`src/rtl/fir_pkg.sv`:
```
// Shared types and defaults for the serial (single-MAC) FIR sequencer.
package fir_pkg;

  typedef enum logic [1:0] {
    ST_IDLE = 2'd0,
    ST_MAC  = 2'd1,
    ST_DONE = 2'd2
  } state_e;

  localparam int unsigned TAPS_DEF  = 16;
  localparam int unsigned DW_DEF    = 10;
  localparam int unsigned CW_DEF    = 8;
  localparam int unsigned OW_DEF    = 11;
  localparam int unsigned SHIFT_DEF = 6;

  // Tap 0 sits in the least significant CW bits; taps listed 15 down to 0.
  localparam logic [TAPS_DEF*CW_DEF-1:0] COEF_INIT_DEF = {
    8'h00, 8'h00, 8'h01, 8'hFE, 8'h02, 8'h00, 8'hF9, 8'h26,
    8'h26, 8'hF9, 8'h00, 8'h02, 8'hFE, 8'h01, 8'h00, 8'h00
  };

  // Accumulator wide enough that TAPS full-scale products never overflow.
  function automatic int unsigned acc_width(input int unsigned dw,
                                            input int unsigned cw,
                                            input int unsigned taps);
    return dw + cw + $clog2(taps);
  endfunction

endpackage

```
`src/rtl/fir_serial_ctrl_if.sv`:
```
// Sample/coefficient/result bus between a host and fir_serial_ctrl.
interface fir_serial_ctrl_if #(
  parameter int unsigned TAPS = 16,
  parameter int unsigned DW   = 10,
  parameter int unsigned CW   = 8,
  parameter int unsigned OW   = 11
);
  localparam int unsigned PW = $clog2(TAPS);

  logic                 din_valid;
  logic                 din_ready;
  logic signed [DW-1:0] din;
  logic                 coef_we;
  logic [PW-1:0]        coef_addr;
  logic signed [CW-1:0] coef_data;
  logic                 coef_err;
  logic                 dout_valid;
  logic signed [OW-1:0] dout;
  logic                 busy;

  modport master (
    output din_valid, din, coef_we, coef_addr, coef_data,
    input  din_ready, coef_err, dout_valid, dout, busy
  );

  modport slave (
    input  din_valid, din, coef_we, coef_addr, coef_data,
    output din_ready, coef_err, dout_valid, dout, busy
  );

endinterface

```
`src/rtl/fir_mac.sv`:
```
// Signed multiply-accumulate with synchronous clear; one product per enabled cycle.
module fir_mac #(
  parameter int unsigned DW = 10,
  parameter int unsigned CW = 8,
  parameter int unsigned AW = 22
) (
  input  logic                 clk,
  input  logic                 rst,
  input  logic                 clr_i,
  input  logic                 en_i,
  input  logic signed [DW-1:0] x_i,
  input  logic signed [CW-1:0] c_i,
  output logic signed [AW-1:0] acc_o
);

  localparam int unsigned PRW = DW + CW;

  logic signed [PRW-1:0] prod_c;
  logic signed [AW-1:0]  acc_q;

  assign prod_c = PRW'(x_i) * PRW'(c_i);

  always_ff @(posedge clk) begin
    if (!rst) begin
      acc_q <= '0;
    end else if (clr_i) begin
      acc_q <= '0;
    end else if (en_i) begin
      acc_q <= acc_q + AW'(prod_c);
    end
  end

  assign acc_o = acc_q;

endmodule

```
`src/rtl/fir_serial_ctrl.sv`:
```
// Time-multiplexed FIR sequencer: circular delay line, writable coefficients, one shared MAC.
// Define FIR_CTRL_SAT_EN to saturate the output; otherwise it wraps to OW bits.
module fir_serial_ctrl
  import fir_pkg::*;
#(
  parameter int unsigned TAPS  = TAPS_DEF,
  parameter int unsigned DW    = DW_DEF,
  parameter int unsigned CW    = CW_DEF,
  parameter int unsigned OW    = OW_DEF,
  parameter int unsigned SHIFT = SHIFT_DEF,
  parameter logic [TAPS*CW-1:0] COEF_INIT = COEF_INIT_DEF
) (
  input  logic               clk,
  input  logic               rst,
  fir_serial_ctrl_if.slave   bus
);

  localparam int unsigned PW = $clog2(TAPS);
  localparam int unsigned AW = acc_width(DW, CW, TAPS);
  localparam logic signed [AW-1:0] RND = AW'(2 ** (SHIFT - 1));
`ifdef FIR_CTRL_SAT_EN
  localparam logic signed [AW-1:0] OMAX = AW'((2 ** (OW - 1)) - 1);
  localparam logic signed [AW-1:0] OMIN = AW'(-(2 ** (OW - 1)));
`endif

  state_e               state_q;
  logic [PW-1:0]        wr_ptr_q;
  logic [PW-1:0]        k_q;
  logic signed [DW-1:0] dline_q [TAPS];
  logic signed [CW-1:0] coef_q  [TAPS];
  logic signed [OW-1:0] dout_q;
  logic                 dout_valid_q;
  logic                 coef_err_q;
  logic                 busy_q;
  logic                 din_ready_q;

  logic                 accept_c;
  logic                 mac_en_c;
  logic [PW-1:0]        rd_idx_c;
  logic signed [AW-1:0] acc_c;
  logic signed [AW-1:0] rnd_c;
  logic signed [AW-1:0] shr_c;
  logic signed [OW-1:0] y_c;

  assign accept_c = (state_q == ST_IDLE) && bus.din_valid;
  assign mac_en_c = (state_q == ST_MAC);
  // Newest sample lives at wr_ptr; tap k reaches k samples back.
  assign rd_idx_c = wr_ptr_q - k_q;

  fir_mac #(
    .DW (DW),
    .CW (CW),
    .AW (AW)
  ) u_mac (
    .clk   (clk),
    .rst   (rst),
    .clr_i (accept_c),
    .en_i  (mac_en_c),
    .x_i   (dline_q[rd_idx_c]),
    .c_i   (coef_q[k_q]),
    .acc_o (acc_c)
  );

  assign rnd_c = acc_c + RND;
  assign shr_c = rnd_c >>> SHIFT;

  always_comb begin
    y_c = OW'(shr_c);
`ifdef FIR_CTRL_SAT_EN
    if (shr_c > OMAX) begin
      y_c = OW'(OMAX);
    end else if (shr_c < OMIN) begin
      y_c = OW'(OMIN);
    end
`endif
  end

  always_ff @(posedge clk) begin
    if (!rst) begin
      state_q      <= ST_IDLE;
      wr_ptr_q     <= '0;
      k_q          <= '0;
      dout_q       <= '0;
      dout_valid_q <= 1'b0;
      coef_err_q   <= 1'b0;
      busy_q       <= 1'b0;
      din_ready_q  <= 1'b1;
      for (int i = 0; i < int'(TAPS); i++) begin
        dline_q[i] <= '0;
        coef_q[i]  <= COEF_INIT[i*CW +: CW];
      end
    end else begin
      dout_valid_q <= 1'b0;
      coef_err_q   <= 1'b0;
      case (state_q)
        ST_IDLE: begin
          // Write lands on the same edge as an accept, so that sample sees it.
          if (bus.coef_we) begin
            coef_q[bus.coef_addr] <= bus.coef_data;
          end
          if (bus.din_valid) begin
            dline_q[wr_ptr_q] <= bus.din;
            k_q               <= '0;
            state_q           <= ST_MAC;
            din_ready_q       <= 1'b0;
            busy_q            <= 1'b1;
          end
        end
        ST_MAC: begin
          coef_err_q <= bus.coef_we;
          k_q        <= k_q + PW'(1);
          if (k_q == PW'(TAPS - 1)) begin
            state_q  <= ST_DONE;
            wr_ptr_q <= wr_ptr_q + PW'(1);
          end
        end
        ST_DONE: begin
          coef_err_q   <= bus.coef_we;
          dout_q       <= y_c;
          dout_valid_q <= 1'b1;
          state_q      <= ST_IDLE;
          din_ready_q  <= 1'b1;
          busy_q       <= 1'b0;
        end
        default: begin
          state_q     <= ST_IDLE;
          din_ready_q <= 1'b1;
          busy_q      <= 1'b0;
        end
      endcase
    end
  end

  assign bus.din_ready  = din_ready_q;
  assign bus.dout       = dout_q;
  assign bus.dout_valid = dout_valid_q;
  assign bus.coef_err   = coef_err_q;
  assign bus.busy       = busy_q;

endmodule

```
`src/flat_wrapper.sv`:
```
// flat-port wrapper written by rule: the top's interface ports become plain ports
module fir_serial_ctrl_flat import fir_pkg::*;
#(
  parameter int unsigned TAPS  = TAPS_DEF,
  parameter int unsigned DW    = DW_DEF,
  parameter int unsigned CW    = CW_DEF,
  parameter int unsigned OW    = OW_DEF,
  parameter int unsigned SHIFT = SHIFT_DEF,
  parameter logic [TAPS*CW-1:0] COEF_INIT = COEF_INIT_DEF
)
  (clk, rst, bus_din_valid, bus_din, bus_coef_we, bus_coef_addr, bus_coef_data, bus_din_ready, bus_coef_err, bus_dout_valid, bus_dout, bus_busy);
  fir_serial_ctrl_if #(.TAPS(TAPS), .DW(DW), .CW(CW), .OW(OW)) bus_i ();
  input  logic clk;
  input  logic rst;
  input wire logic [$bits(bus_i.din_valid)-1:0] bus_din_valid;
  input wire logic [$bits(bus_i.din)-1:0] bus_din;
  input wire logic [$bits(bus_i.coef_we)-1:0] bus_coef_we;
  input wire logic [$bits(bus_i.coef_addr)-1:0] bus_coef_addr;
  input wire logic [$bits(bus_i.coef_data)-1:0] bus_coef_data;
  output wire logic [$bits(bus_i.din_ready)-1:0] bus_din_ready;
  output wire logic [$bits(bus_i.coef_err)-1:0] bus_coef_err;
  output wire logic [$bits(bus_i.dout_valid)-1:0] bus_dout_valid;
  output wire logic [$bits(bus_i.dout)-1:0] bus_dout;
  output wire logic [$bits(bus_i.busy)-1:0] bus_busy;
  assign bus_i.din_valid = bus_din_valid;
  assign bus_i.din = bus_din;
  assign bus_i.coef_we = bus_coef_we;
  assign bus_i.coef_addr = bus_coef_addr;
  assign bus_i.coef_data = bus_coef_data;
  assign bus_din_ready = bus_i.din_ready;
  assign bus_coef_err = bus_i.coef_err;
  assign bus_dout_valid = bus_i.dout_valid;
  assign bus_dout = bus_i.dout;
  assign bus_busy = bus_i.busy;
  fir_serial_ctrl #(.TAPS(TAPS), .DW(DW), .CW(CW), .OW(OW), .SHIFT(SHIFT), .COEF_INIT(COEF_INIT)) u_core (.clk(clk), .rst(rst), .bus(bus_i));
endmodule
```
`config.mk`:
```
export PLATFORM = sky130hd
export DESIGN_NAME = fir_serial_ctrl_flat
export DESIGN_NICKNAME = d
export VERILOG_FILES = /design/src/rtl/fir_pkg.sv /design/src/rtl/fir_serial_ctrl_if.sv /design/src/rtl/fir_mac.sv /design/src/rtl/fir_serial_ctrl.sv /design/src/flat_wrapper.sv
export SDC_FILE = /design/constraint.sdc
export NUM_CORES = 1
export LEC_CHECK = 0
export ABC_AREA = 1
export ABC_CLOCK_PERIOD_IN_PS = 8100
export CELL_PAD_IN_SITES_DETAIL_PLACEMENT = 0
export CELL_PAD_IN_SITES_GLOBAL_PLACEMENT = 2
export CORE_ASPECT_RATIO = 1.5
export CORE_UTILIZATION = 40
export CTS_BUF_LIST = sky130_fd_sc_hd__clkbuf_2
export CTS_CLUSTER_DIAMETER = 100
export CTS_CLUSTER_SIZE = 20
export DETAILED_ROUTE_END_ITERATION = 10
export PLACE_DENSITY = 0.81
export SLEW_MARGIN = 5
export SYNTH_ARGS = -nofsm -noshare
export SYNTH_HDL_FRONTEND = slang
export SYNTH_HIERARCHICAL = 1
export SYNTH_SLANG_ARGS = --single-unit
```
`constraint.sdc`:
```
create_clock -name clk -period 8.1 [get_ports clk]
set_input_delay 1.62 -clock clk [delete_from_list [all_inputs] [get_ports clk]]
set_output_delay 1.62 -clock clk [all_outputs]
set_load 0.01 [all_outputs]
```
; ---- Word-level counts from Yosys, hierarchy flattened
; Memories as Yosys holds them, arrays and structs flattened. A register that Yosys moved wholly into a read port is not among the register bits.
; Cells that the tools add are included.
[totals]
reg_bits = 47
latchBits = 0
ramBits = 288
mem_bits_ro = 0
inputBits = 26
output_inout_bits = 15
word_cells = 63
mem_count = 2
[memory_table]
columns = name, words, width, read_ports, rd_clocked_by_memory_dff, write_ports, line_no
row1 = u_core.dline_q, 16, 10, 1, 0, 16, fir_serial_ctrl.sv:29  ; logic signed [DW-1:0] dline_q [TAPS];
row2 = u_core.coef_q, 16, 8, 1, 1, 16, fir_serial_ctrl.sv:30  ; logic signed [CW-1:0] coef_q [TAPS];
[classes]
addsub = 5
n_mul = 1
div = 0
magnitude_cmp = 0
eq_ne = 5
n_shift = 0
mux = 27
bitwise = 2
n_reduce_logical = 12
[ops]
columns = cell, count
row1 = $add 22x18->22, 1
row2 = $mux 4, 5
row3 = $mul 10x8->18, 1
row4 = $add 17x7->17 const B, 1
row5 = $mux 1, 14
row6 = $mux 10, 1
row7 = $reduce_and 2->1, 5
row8 = $reduce_or 10->1, 1
row9 = $add 4x1->4 const B, 2
row10 = $mux 8, 1
row11 = $pmux 4 s2, 1
row12 = $reduce_or 8->1, 1
row13 = $eq 4x4->1 const B, 1
row14 = $mux 2, 2
row15 = $ne 2x2->1 const B, 2
row16 = $pmux 1 s2, 2
row17 = $pmux 2 s2, 1
row18 = $reduce_or 2->1, 2
row19 = $sub 4x4->4, 1
row20 = $eq 2x1->1 const B, 1
row21 = $eq 2x2->1 const B, 1
row22 = $logic_not 2->1, 1
row23 = $not 1->1, 2
row24 = $reduce_bool 2->1, 1
row25 = $logic_and 1x1->1, 1

; ---- Depth between registers and ports, before layout
; Gate-level depths: netlist (run 1).
[logic_depth]
depth_word = 6
mapped_depth = 35
depth_no_buf = 32

; ---- Cells and area by module
; Netlist (run 1), hierarchy kept.
[by_module_without_submodules]
columns = module, n_inst, cells_each, area_each_um2, seq_area_each_um2
row1 = fir_serial_ctrl, 1, 1812, 15453.6, 9228.9
row2 = fir_mac, 1, 707, 5385.2, 440.4

; ---- Worst setup path after synthesis (run 1)
; Ideal clock, no wire load.
[synth_timing]
path_type = register to register
startpoint = reg u_core.wr_ptr_q[0]
endpoint = reg u_core.u_mac.acc_q[19], in the netlist u_core/u_mac/acc_o[19]
setup_ns = 0.109
arrival_time_ns = 6.087
required_ns = 7.991
path_slack_ns = 1.904
path_stages_with_launch = 34
n_path_buf = 3
synth_period_minus_slack_ns = 6.196
path_cell_list = dfxtp_1 -> inv_1 -> ha_1 -> inv_1 -> fa_1 -> clkbuf_1 -> inv_1 -> clkbuf_1 -> nand3_1 -> nand2_1 -> nand2_1 -> nand2_1 -> nand2_1 -> nand2_1 -> clkbuf_1 -> nand2_1 -> inv_1 -> fa_1 -> fa_1 -> inv_1 -> fa_1 -> fa_1 -> inv_1 -> ha_1 -> ha_1 -> nand2_1 -> nor2_1 -> inv_1 -> nor3_1 -> nand2_2 -> nand3_1 -> nand3_1 -> nand2_1 -> inv_1
[synth_via]
elab_chain_len = 4
[synth_rtl]
columns = item, line_no
row1 = start: declaration, fir_serial_ctrl.sv:27  ; logic [PW-1:0] wr_ptr_q;
row2 = start signal: assignment, fir_serial_ctrl.sv:114  ; wr_ptr_q <= wr_ptr_q + PW'(1);
row3 = $sub 4x4->4, fir_serial_ctrl.sv:48  ; assign rd_idx_c = wr_ptr_q - k_q;
row4 = $mem_v2 16x10, n/a
row5 = $mul 10x8->18, fir_mac.sv:21  ; assign prod_c = PRW'(x_i) * PRW'(c_i);
row6 = $add 22x18->22, fir_mac.sv:29  ; acc_q <= acc_q + AW'(prod_c);
row7 = end signal: assignment, fir_mac.sv:29
row8 = end: declaration, fir_mac.sv:19  ; logic signed [AW-1:0] acc_q;
; Every way passes these cells.
; A chain may end at the register's enable or synchronous reset.

; ---- Final worst setup path (run 1)
[layout_timing]
startpoint = reg u_core.wr_ptr_q[0]
endpoint = reg u_core.u_mac.acc_q[12], in the netlist u_core/u_mac/acc_o[12]
; Same word-level chain as after synthesis.

==> summary.md, run 1 <==
| Metric | Value |
|---|---|
| Power share of the clock group | 12.7% |
| Status | complete, no violations |
| Switch share | 43.5% |
| Worst Skew | between 60 and 70 ps |
| Final setup TNS | 0 ps |
| Clock tree buffer depth | 3 |
| Vias in the first global route | 14500 |
| Final min period | between 6000 and 7000 ps |
| CP most frequent cell | fa_1 |
| Ys Warns | 6 |
| Placed Area | 20400 µm² |
| Final setup fails | 0 |
| Setup crit end kind | flip-flop |
| Die Y | between 200 and 300 µm |
| P_sw | approximately 0.0023 W |
| # rows | slightly below 100 |
| Largest net degree at the start of global routing | between 80 and 90 |
| RSZ-0062 raised after global routing | false |
| Worst relative slew slack | 36.6% |
| FMAX | ~0.14 GHz |
| Worst setup path startpoint | u_core/wr_ptr_q[0] |
| Cell count after synthesis | around 2300 |
| Avg Inst Size Synth | about 8.4 µm² |
| Gr ovfl total | 0 |
| Port-buffer cells | 40 |
| FF/Latch Area | ~9600 µm² |
| Slew Limit Fails | 0 |
| Syn_nets | about 2500 |
| DRC violations left | 0 |
| Layout cells sized above 1 | around 4.1% |
| # hold bufs at CTS | 0 |
| Internal Power | between 0.003 and 0.004 W |
| Postcts setup bufs | 0 |
| Total track usage | a little over a fifth |
| CTS tree | done |
| Post-DRT Antenna Nets | 0 |
| Pre-CTS setup slack | around 1200 ps |
| Clk slew on worst S/H paths | 420 ps |
| Max cap viols | 0 |
| Later-pin clock latency in the skew report | about 1100 ps |
| Via count | 14200 |
| CP delay by family, top | adder cells |
| WL final | about 53000 µm |
| Slew of the pin with the lowest slew margin | approximately 950 ps |
| Drt pass-1 iters | 5 |
| Core ar. | about 49000 µm² |
| Reg2Reg Setup Slack | roughly 1100 ps |
| CP required | 9110 ps |
| CP Class | flip-flop to flip-flop |
| Worst hold path class | flip-flop to flip-flop |
| Global-route wire length before repair | around 82000 µm |
| Startpoint types | flip-flop |
| HPWL Detailed | between 30000 and 40000 µm |
| Sinks on Clock Net | between 300 and 400 |
| Final WS setup | 1120 ps |
| Synth-to-Final Area Change | 5.24% |
| CTS Root Cell | clkbuf_2 |
| Comb power frac | 50.6% |
| Non-Filler Instances | between 2000 and 3000 |
| Sequential power share | 36.7% |
| Initial Utilization | approximately two fifths |
| Crit share post-route | a little under nine tenths |
| CTS resizes | 0 |
| DRT iter0 DRCs | approximately 640 |
| Power per Cell Area | between 200 and 300 nW/µm² |
| Fill count | a little over 5000 |
| Placer Congestion | between 0.8 and 0.9 |
| I/O pin cnt | 41 |
| Initial antenna violation count | 3 |
| Buf/Inv on CP | 7 |
| Pleak | between 9 and 10 nW |
| Die Wd | around 180 µm |
| Final hold vios | 0 |
| Max FO, Critical Path | 41 |
| Per-cell routed wire length | 17.8 µm |
| Hold path start | u_core/u_mac/acc_o[0] |
| Worst VDD drop | approximately 0.23 mV |
| Full die area | 50000 µm² |
| Slowest CP cell | fa_1 |
| Inserted Clock Buffers | 20 |
| Placed instance count | 2927 |
| Htree depth | 1 |
| Routed vias/inst | between 4 and 5 |
| Slowest stage delay, CP | a little under 600 ps |
| Multi-input logic area | 8120 µm² |
| Layout Nets | ~2500 |
| WP data arrival | 7990 ps |
| Post-synth design cell area | just under 20000 µm² |
| Worst r2r src | u_core/wr_ptr_q[0] |
| Post-route cell area | roughly 21000 µm² |
## sequential cells by signal (all words and copies together) (netlist names), 2 cells and up, named ones only
signal / count
u_core/k_q: 4
u_core/bus.dout: 11
u_core/coef_q: 128
u_core/wr_ptr_q: 4
u_core/u_mac/acc_o: 17
u_core/state_q: 2
u_core/dline_q: 160
## path summary, 6_finish.rpt
path / endpoint / depth (start not counted)
worst max-delay path: u_core/u_mac/acc_o[12] / 29
worst min-delay path: u_core/u_mac/acc_o[0] / 2
worst min register to register: u_core/u_mac/acc_o[0] / 2
worst max register to register: u_core/u_mac/acc_o[12] / 29
## metrics by stage
| step | power (W) | utilization (%) | hold slack, ps |
|---|---|---|---|
| global placement | 0.00477 | 42.1 | 455 |
| CTS | 0.00548 | 42.5 | 484 |
| detailed placement | 0.00478 | 42.1 | 460 |
| finish | 0.00540 | 42.6 | 482 |
| global route | 0.00585 | 42.6 | 499 |
| floorplan | 0.00403 | - | 441 |
## tightest hold or removal path, delay by kind of cell (launching register included)
kind	cells	cell delay, ps
and+or+nand+nor	1	60
AOI/OAI and AO/OA	1	50
DFF	1	400
## per-layer routing
| layer | track usage, % | part of all wire [%] | up-vias |
|---|---|---|---|
| met5 | 0 | 0 | - |
| met4 | 7.57 | 3.4 | 0 |
| met2 | 42.8 | 55 | 223 |
| li1 | - | - | 7078 |
| met3 | 1.70 | 2.8 | 84 |
| met1 | 24.2 | 38 | 6862 |
## cells in the final DEF (no fill, tap or decap), types with 2 or more instances in the layout
| master | instances |
|---|---|
| a21oi_1 | 27 |
| xnor2_4 | 2 |
| nand3b_1 | 3 |
| edfxtp_1 | 288 |
| o21ai_1 | 9 |
| clkbuf_2 | 34 |
| o21ai_0 | 45 |
| buf_4 | 12 |
| nand3_1 | 148 |
| nand4_1 | 5 |
| xnor2_1 | 5 |
| ha_1 | 52 |
| nor3_1 | 2 |
| xor2_1 | 8 |
| diode_2 | 5 |
| nand2_1 | 691 |
| clkdlybuf4s50_1 | 39 |
| fa_1 | 86 |
| inv_2 | 12 |
| a211oi_1 | 2 |
| nor2_2 | 10 |
| inv_1 | 373 |
| o211ai_1 | 14 |
| dfxtp_1 | 45 |
| nor2_1 | 365 |
| nand2_2 | 12 |
## layout make-up
cell class | count | share of cell area, %
diodes | 5 | 0.0605
clock buffers | 34 | 0.823
clock inverters | 2 | 0.188
inverters | 386 | 7.01
multi-input cells | 1499 | 39.3
flip-flops and latches | 334 | 46.3
well taps | 656 | 3.97
repair buffers | 52 | 2.35
## power by group through the flow
stage | sequential (W) | clock (W) | combinational, W
after global placement | 0.00202 | 0 | 0.00275
after global routing | 0.00199 | 0.000758 | 0.00310
final | 0.00198 | 0.000683 | 0.00273
after CTS | 0.00198 | 0.000718 | 0.00278
after detailed placement | 0.00202 | 0 | 0.00276
after floorplan | 0.00200 | 0 | 0.00202
No activity file was read; power rests on OpenSTA's default activity.
==> inputs of run 2 (changes only) <==
--- a/config.mk
+++ b/config.mk
@@ -8,3 +8,3 @@
 export ABC_AREA = 1
-export ABC_CLOCK_PERIOD_IN_PS = 8100
+export ABC_CLOCK_PERIOD_IN_PS = 6600
 export CELL_PAD_IN_SITES_DETAIL_PLACEMENT = 0
@@ -17,3 +17,3 @@
 export DETAILED_ROUTE_END_ITERATION = 10
-export PLACE_DENSITY = 0.81
+export PLACE_DENSITY_LB_ADDON = 0.1
 export SLEW_MARGIN = 5
==> constraint.sdc (replaced) <==
create_clock -name clk -period 6.6 [get_ports clk]
set_input_delay 1.32 -clock clk [delete_from_list [all_inputs] [get_ports clk]]
set_output_delay 1.32 -clock clk [all_outputs]
set_load 0.005 [all_outputs]
==> summary.md, run 2 (synthesized netlist as in run 1, its figures left out) <==
| Metric | Value |
|---|---|
| Status | complete, no violations |
| Max cap viols | 0 (unchanged) |
| Final WS setup | 321 ps (-803 ps) |
| Most frequent cells in the layout | nand2_1 (679), inv_1 (370), nor2_1 (362), edfxtp_1 (288), nand3_1 (148) |
| Later-pin clock latency in the skew report | 1060 ps (about the same) |
| Worst reg-to-reg path cell count | 30 (+3.4%) |
| Die Y | 273 µm (unchanged) |
| Clk slew on worst S/H paths | 430 ps (about the same) |
| Largest net degree at the start of global routing | 81 (unchanged) |
| CTS tree | done |
| Critical path depth | 30 (+3.4%) |
| Full die area | 50000 µm² (unchanged) |
| Sinks on Clock Net | 334 (unchanged) |
| FMAX | 0.159 GHz (+11%) |
| Worst relative slew slack | 28.9% (-7.7 points) |
| Pre-CTS setup slack | 241 ps (-942 ps) |
| Final min period | 6280 ps (-697 ps) |
| WP data arrival | 7290 ps (-700 ps) |
| CP most frequent cell | nand2_1 |
| Placed instance count | 2956 (+0.99%) |
| Crit share post-route | 95.1% (+9.0 points) |
| Core ar. | 48600 µm² (unchanged) |
| Startpoint types | flip-flop |
| Slew of the pin with the lowest slew margin | 1070 ps (+115 ps) |
| Worst VDD drop | 0.426 mV (+87%) |
| Max FO, Critical Path | 6 (-85%) |
| Worst hold path class | flip-flop to flip-flop |
| Number of flip-flops in the largest register | 160 (unchanged) |
| Layout Nets | 2495 (+1.5%) |
| # rows | 99 (unchanged) |
| Via count | 14400 (+0.75%) |
| DRT iter0 DRCs | 692 (+8.0%) |
| Fill count | 5001 (-1.3%) |
| Fin util | 43.7% (+1.1 points) |
| WL final | 54300 µm (+2.5%) |
| Routed vias/inst | 4.78 (-0.42%) |
| CP delay by family, top | adder cells |
| Initial antenna violation count | 2 (-1) |
| Drt pass-1 iters | 5 (unchanged) |
| Final setup fails | 0 (unchanged) |
| CP required | 7610 ps (-1500 ps) |
| Clock tree buffer depth | 3 (unchanged) |
| Inserted Clock Buffers | 20 (unchanged) |
| Power per Cell Area | 336 nW/µm² (+29%) |
| Htree depth | 1 (unchanged) |
| Initial Utilization | 40.4% (unchanged) |
| DRC violations left | 0 (unchanged) |
| Slowest stage delay, CP | 610 ps (+20 ps) |
| FF/Latch Area | 9580 µm² (about the same) |
| Worst Skew | 66.5 ps (+2.14 ps) |
| Pleak | 9.94 nW (+2.0%) |
| HPWL Detailed | 39300 µm (+2.0%) |
| Port-buffer cells | 40 (unchanged) |
| Largest Register | u_core/dline_q |
| Gr ovfl total | 0 (unchanged) |
| Final hold vios | 0 (unchanged) |
| I/O pin cnt | 41 (unchanged) |
| Non-Filler Instances | 3003 (+1.2%) |
| Slowest CP cell | fa_2 |
| Post-DRT Antenna Nets | 0 (unchanged) |
| Total track usage | 22.1% (+0.36 points) |
| Reg2Reg Setup Slack | 320 ps (-800 ps) |
| Die Wd | 183 µm (unchanged) |
| Hold depth | 2 (unchanged) |
| Global-route wire length before repair | 83700 µm (+1.8%) |
| Multi-input logic area | 8270 µm² (+1.9%) |
| Vias in the first global route | 14800 (+1.8%) |
| Synth-to-Final Area Change | 7.96% |
| Placer Congestion | 0.852 (-1.8%) |
| CP Class | flip-flop to flip-flop |
| Most common cell after layout, fill and taps aside | nand2_1 |
| Layout cells sized above 1 | 7.00% (+2.9 points) |
| Per-cell routed wire length | 18.1 µm (+1.3%) |
| Setup crit end kind | flip-flop |
| Slew Limit Fails | 0 (unchanged) |
| Buf/Inv on CP | 8 (+1) |
| # hold bufs at CTS | 0 (unchanged) |
| CTS Root Cell | clkbuf_2 |
## run 2: stage by stage
stage               hold WS (ps)  TNS [ps]  total power, W  instance area (µm²)
finish                       492         0         0.00713                21200
global route                 517     -14.2         0.00775                21200
CTS                          488         0         0.00680                20900
detailed placement           464         0         0.00594                20700
global placement             457         0         0.00593                20700
floorplan                    441         0         0.00494                19600
## run 2: layout make-up
class / count / area share, %
clock buffers: 34 / 0.803
repair buffers: 89 / 4.05
well taps: 656 / 3.87
inverters: 386 / 6.89
multi-input cells: 1499 / 39.0
clock inverters: 2 / 0.171
flip-flops and latches: 334 / 45.2
diodes: 3 / 0.0354
## run 2: routing by layer
metal / wire (µm) / part of all wire [%] / GRT usage (%)
met5: 0 / 0 / 0
met2: 30300 / 56 / 44.3
met3: 1430 / 2.6 / 1.84
met1: 20800 / 38 / 24.1
met4: 1710 / 3.1 / 7.15
## run 2: worst min-delay path: stages (launching register included)
cell,delay [ps]
dfxtp_1,390
nand2_1,60
a21oi_1,50
## run 2: repair_timing
action / in CTS / in global routing
resized for setup: 0 / 44
setup endpoints to repair: 0 / 9
setup buffers: 0 / 7
## run 2: worst paths after layout
check,startpoint,end
max,u_core/wr_ptr_q[0],u_core/u_mac/acc_o[16]
min,u_core/u_mac/acc_o[0],u_core/u_mac/acc_o[0]
max reg2reg,u_core/wr_ptr_q[0],u_core/u_mac/acc_o[16]
min reg2reg,u_core/u_mac/acc_o[0],u_core/u_mac/acc_o[0]
## run 2: report_power, final
part / switching (W) / leakage, nW / internal, W / total, W
registers: 0.0000542 / 3.18 / 0.00238 / 0.00243
clock network: 0.000653 / 0.160 / 0.000172 / 0.000824
logic: 0.00232 / 6.60 / 0.00155 / 0.00388
